===== config.mk =====
export PLATFORM = sky130hd
export DESIGN_NAME = reg_writeback
export DESIGN_NICKNAME = d
export VERILOG_FILES = /design/src/rtl/cpu_pkg.sv /design/src/rtl/reg_writeback.sv
export SDC_FILE = /design/constraint.sdc
export NUM_CORES = 1
export LEC_CHECK = 0
export ABC_CLOCK_PERIOD_IN_PS = 4190
export CAP_MARGIN = 10
export CORE_MARGIN = 2
export CORE_UTILIZATION = 25
export CTS_BUF_LIST = sky130_fd_sc_hd__clkbuf_8
export CTS_CLUSTER_SIZE = 40
export DETAILED_ROUTE_END_ITERATION = 8
export DONT_BUFFER_PORTS = 1
export PLACE_DENSITY_LB_ADDON = 0.15
export SETUP_SLACK_MARGIN = 0.3
export SLEW_MARGIN = 0
export SYNTH_ARGS = -nofsm -noshare
export SYNTH_HDL_FRONTEND = slang
export SYNTH_SLANG_ARGS = --single-unit

===== constraint.sdc =====
create_clock -name Clk -period 4.19 [get_ports Clk]
set_input_delay 1.257 -clock Clk [delete_from_list [all_inputs] [get_ports Clk]]
set_output_delay 1.257 -clock Clk [all_outputs]
set_load 0.01 [all_outputs]

===== src/rtl/cpu_pkg.sv =====
// Shared CPU datapath definitions.
//   REG_W    : default register data width
//   REG_A    : default register address width
//   WB_DEPTH : default write-back queue depth
//   wb_entry_t : one queued register write (destination address + data)
package cpu_pkg;

  localparam int REG_W    = 8;
  localparam int REG_A    = 4;
  localparam int WB_DEPTH = 4;

  typedef struct packed {
    logic [REG_A-1:0] addr;
    logic [REG_W-1:0] data;
  } wb_entry_t;

endpackage


===== src/rtl/reg_writeback.sv =====
// reg_writeback: write-side front end of the register file.
// Collects result writes from the ALU and load paths into one in-order queue
// and drives the register file's single write port, one write per cycle.
// It also flags read-after-write hazards for the two decode read addresses.
//
// Ports
//   Clk, Reset_n                    clock, asynchronous active-low reset
//   AluValid/AluAddr/AluData        ALU write request
//   AluReady                        ALU request accepted this cycle
//   LdValid/LdAddr/LdData           load write request
//   LdReady                         load request accepted this cycle
//   Hold                            write port borrowed, no write issued
//   RaddrA/RaddrB                   decode read addresses (snooped)
//   HazardA/HazardB                 a queued write targets RaddrA/RaddrB
//   WriteEn/Waddr/DataIn            register file write port
//   Count                           entries currently queued
module reg_writeback
  import cpu_pkg::*;
#(
  parameter int W     = REG_W,
  parameter int A     = REG_A,
  parameter int DEPTH = WB_DEPTH
) (
  input  logic                         Clk,
  input  logic                         Reset_n,
  input  logic                         AluValid,
  input  logic [A-1:0]                 AluAddr,
  input  logic [W-1:0]                 AluData,
  output logic                         AluReady,
  input  logic                         LdValid,
  input  logic [A-1:0]                 LdAddr,
  input  logic [W-1:0]                 LdData,
  output logic                         LdReady,
  input  logic                         Hold,
  input  logic [A-1:0]                 RaddrA,
  input  logic [A-1:0]                 RaddrB,
  output logic                         HazardA,
  output logic                         HazardB,
  output logic                         WriteEn,
  output logic [A-1:0]                 Waddr,
  output logic [W-1:0]                 DataIn,
  output logic [$clog2(DEPTH+1)-1:0]   Count
);

  localparam int PW = $clog2(DEPTH);
  localparam int CW = $clog2(DEPTH+1);

  typedef struct packed {
    logic [A-1:0] addr;
    logic [W-1:0] data;
  } entry_t;

  entry_t        mem_q [DEPTH];
  logic [PW-1:0] rd_ptr_q, rd_ptr_d;
  logic [PW-1:0] wr_ptr_q, wr_ptr_d;
  logic [CW-1:0] count_q, count_d;
  logic [CW-1:0] free;
  logic          alu_acc, ld_acc, pop;

  // Credit comes from the registered count only; a pop this cycle frees
  // its slot for the next cycle, which keeps Ready off the Hold path.
  assign free = CW'(DEPTH) - count_q;

  always_comb begin
    AluReady = Reset_n && (free >= CW'(1));
    // The load needs a second slot when the ALU also pushes this cycle.
    LdReady  = Reset_n && (AluValid ? (free >= CW'(2)) : (free >= CW'(1)));
  end

  assign alu_acc = AluValid && AluReady;
  assign ld_acc  = LdValid && LdReady;
  assign pop     = (count_q != '0) && !Hold;

  assign WriteEn = pop;
  assign Waddr   = (count_q != '0) ? mem_q[rd_ptr_q].addr : '0;
  assign DataIn  = (count_q != '0) ? mem_q[rd_ptr_q].data : '0;
  assign Count   = count_q;

  always_comb begin
    rd_ptr_d = rd_ptr_q + PW'(pop);
    wr_ptr_d = wr_ptr_q + PW'(alu_acc) + PW'(ld_acc);
    count_d  = count_q + CW'(alu_acc) + CW'(ld_acc) - CW'(pop);
  end

  always_ff @(posedge Clk or negedge Reset_n) begin
    if (!Reset_n) begin
      rd_ptr_q <= '0;
      wr_ptr_q <= '0;
      count_q  <= '0;
    end else begin
      rd_ptr_q <= rd_ptr_d;
      wr_ptr_q <= wr_ptr_d;
      count_q  <= count_d;
    end
  end

  // Storage needs no reset: entries are only visible while counted.
  // On a dual push the ALU entry goes first to keep program order.
  always_ff @(posedge Clk) begin
    if (alu_acc) mem_q[wr_ptr_q] <= '{addr: AluAddr, data: AluData};
    if (ld_acc)  mem_q[wr_ptr_q + PW'(alu_acc)] <= '{addr: LdAddr, data: LdData};
  end

  // Compare every counted entry, head included, against both read ports.
  always_comb begin
    HazardA = 1'b0;
    HazardB = 1'b0;
    for (int i = 0; i < DEPTH; i++) begin
      if (CW'(i) < count_q) begin
        if (mem_q[rd_ptr_q + PW'(i)].addr == RaddrA) HazardA = 1'b1;
        if (mem_q[rd_ptr_q + PW'(i)].addr == RaddrB) HazardB = 1'b1;
      end
    end
  end

endmodule


==> metrics.csv <==
metric,value,unit
status,finished clean,
dieWidth,126,um
cp-start-kind,register,
p_leak,1.39,nW
hold_class,in2async,
total_power,0.00274,W
multi_input_area,0.00196,mm2
hpwl,6570,um
fin_crit_sh,87.6,%
synth_ff_type,edfxtp_1,
final_common_cell,mux2_2,
n_fill_cell,1515,
finClkSkew,0.00507,ns
grt_antenna_before_repair,0,
powerDensity,684,mW/mm2
layout-drive-gt1-share,36.3,%
die_area,0.0159,mm2
synthToLayoutAreaGrowth,7.74,%
final_cell_mix,"mux2_2, edfxtp_1, xor2_1",
grt_pass1_wl,14000,um
numPortBuffers,0,
fin_util,27.6,%
drc_errors,0,
synth_nets,304,
coreArea,0.0145,mm2
slew_violations,0,
syn_area,0.00372,mm2
setup_viol,0,
tritoncts,built,
clk_path_buf_depth,2,
fin_nets,308,
ys_warn_count,0,
via_per_inst,4.72,
dr.first_iter.drc_count,45,
vdd_ir_drop_max,0.000184,V
tns,0,ns
syn_area_per_cell,14.6,um2
initial_core_util,25.6,%
register_area,0.00162,mm2
gr-total-overflow,0,
post_drt_wl_per_cell,20.2,um
synth_edf_count,48,
crit_type,reg2out,
cts_max_level,2,
track_usage,11.6,%
cts_inserted_buffers,5,
postCtsHoldBufs,0,
ys_async_sr_fraction,12.7,%
post-cts-setup-buffers,0,
min_period,3.67,ns
rsz0062_at_grt,no,
worst_pin_slew,0.712,ns
antenna_left,0,
die_y,126,um
grt_pass1_vias,2261,
synth_cell_types,35,
clk_latency,0.31,ns
routed_wl,8950,um
hold_viol,0,
yosysSeqAreaShare,43.5,%
relSlewSlack,52.5,%
syn_inst,255,
via_count,2089,
cp.arrival,2.41,ns
diodes,0,
grt_max_degree,16,
cts_resized,0,
std_cell_rows,44,
fmax,272,MHz
cp.required,2.93,ns
drv_cap,0,
ys_ff_latch,55,
path_max_fanout,15,
clockRootBuffer,clkbuf_8,
ios,57,
clock_sinks,55,
endpoint_kind,output port,
clk_transition_reported_paths,0.10,ns
globalplace.congestion,0.779,
first_pass_iters,4,
-- logic make-up after synthesis --
group	synth area share, %
AOI/OAI and AO/OA	1.51
xor gates and xnor gates	8.95
adders and majority gates	4.24
buffers and inverters	3.73
DFF	43.5
muxes	29.6
and+or+nand+nor	8.51
-- layout make-up --
class                      instances  share of cell area, %
clock inverter                     2                  0.843
sequential                        55                   40.3
clock buffer                       5                   1.72
timing repair buffer               9                   1.69
multi-input combinational        181                   49.0
tap                              184                   5.74
inverter                           7                  0.656
-- layer usage --
layer / global-route usage (%) / vias up / wire (um)
li1: - / 970 / -
met1: 15.5 / 1062 / 4140
met2: 19.1 / 50 / 4210
met3: 2.85 / 7 / 508
met4: 2.65 / 0 / 100
met5: 0 / - / 0
-- sequential cells by signal, indices dropped and copies added, names as in the netlist --
name      flops
Count         3
rd_ptr_q      2
mem_q        48
wr_ptr_q      2
-- through the flow --
stage / cells / hold WS [ns] / cell area, um2 / setup slack (ns)
detailed placement: 436 / 0.691 / 3910 / 0.475
global placement: 436 / 0.687 / 3910 / 0.507
CTS: 443 / 0.627 / 4010 / 0.453
finish: 443 / 0.635 / 4010 / 0.519
floorplan: 255 / 0.488 / 3720 / 0.992
global route: 443 / 0.611 / 4010 / 0.315
-- power breakdown --
group | internal, W | total, W | leakage (nW) | switching [W]
logic | 0.000672 | 0.00145 | 0.813 | 0.000778
registers | 0.000783 | 0.000938 | 0.521 | 0.000156
clock network | 0.000173 | 0.000352 | 0.0554 | 0.000178
total | 0.00163 | 0.00274 | 1.39 | 0.00111
-- synthesized netlist by cell type, types with 2 or more instances --
master,n,area (um2)
nor2_1,6,22.5
nor3_1,4,20.0
nor2b_1,12,75.1
inv_1,7,26.3
mux4_2,18,405
xor2_1,26,228
xnor2_1,12,105
o21bai_1,2,15.0
ha_1,11,138
nand2_1,3,11.3
nand3_1,5,25.0
mux2i_1,8,80.1
dfrtp_1,7,175
buf_4,3,22.5
mux4_1,2,52.6
nor3_4,4,65.1
mux2_2,50,563
edfxtp_1,48,1440
nand4_1,5,31.3
nor3_2,3,30.0
buf_6,5,56.3
-- worst max-delay path, stage by stage, from the launching register on --
cell	delay [ns]
dfrtp_1	0.81
mux4_1	0.71
xor2_1	0.18
nor3_2	0.14
nand3_1	0.10
nand4_1	0.16
-- path summary, 6_finish.rpt --
path / to / slack [ns] / cells past startpoint / startpoint
min in group Clk: Count[0]$_DFF_PN0_ / 0.70 / 1 / Count[0]$_DFF_PN0_
max reg2reg: mem_q[1][11]$_DFFE_PP_ / 0.53 / 11 / Count[1]$_DFF_PN0_
max in group asynchronous: rd_ptr_q[1]$_DFF_PN0_ / 3.49 / 0 / Reset_n
min: Count[0]$_DFF_PN0_ / 0.63 / 0 / Reset_n
min reg2reg: Count[0]$_DFF_PN0_ / 0.70 / 1 / Count[0]$_DFF_PN0_
max: HazardB / 0.52 / 5 / rd_ptr_q[0]$_DFF_PN0_
Note: power is estimated with default switching activity, not from simulation.
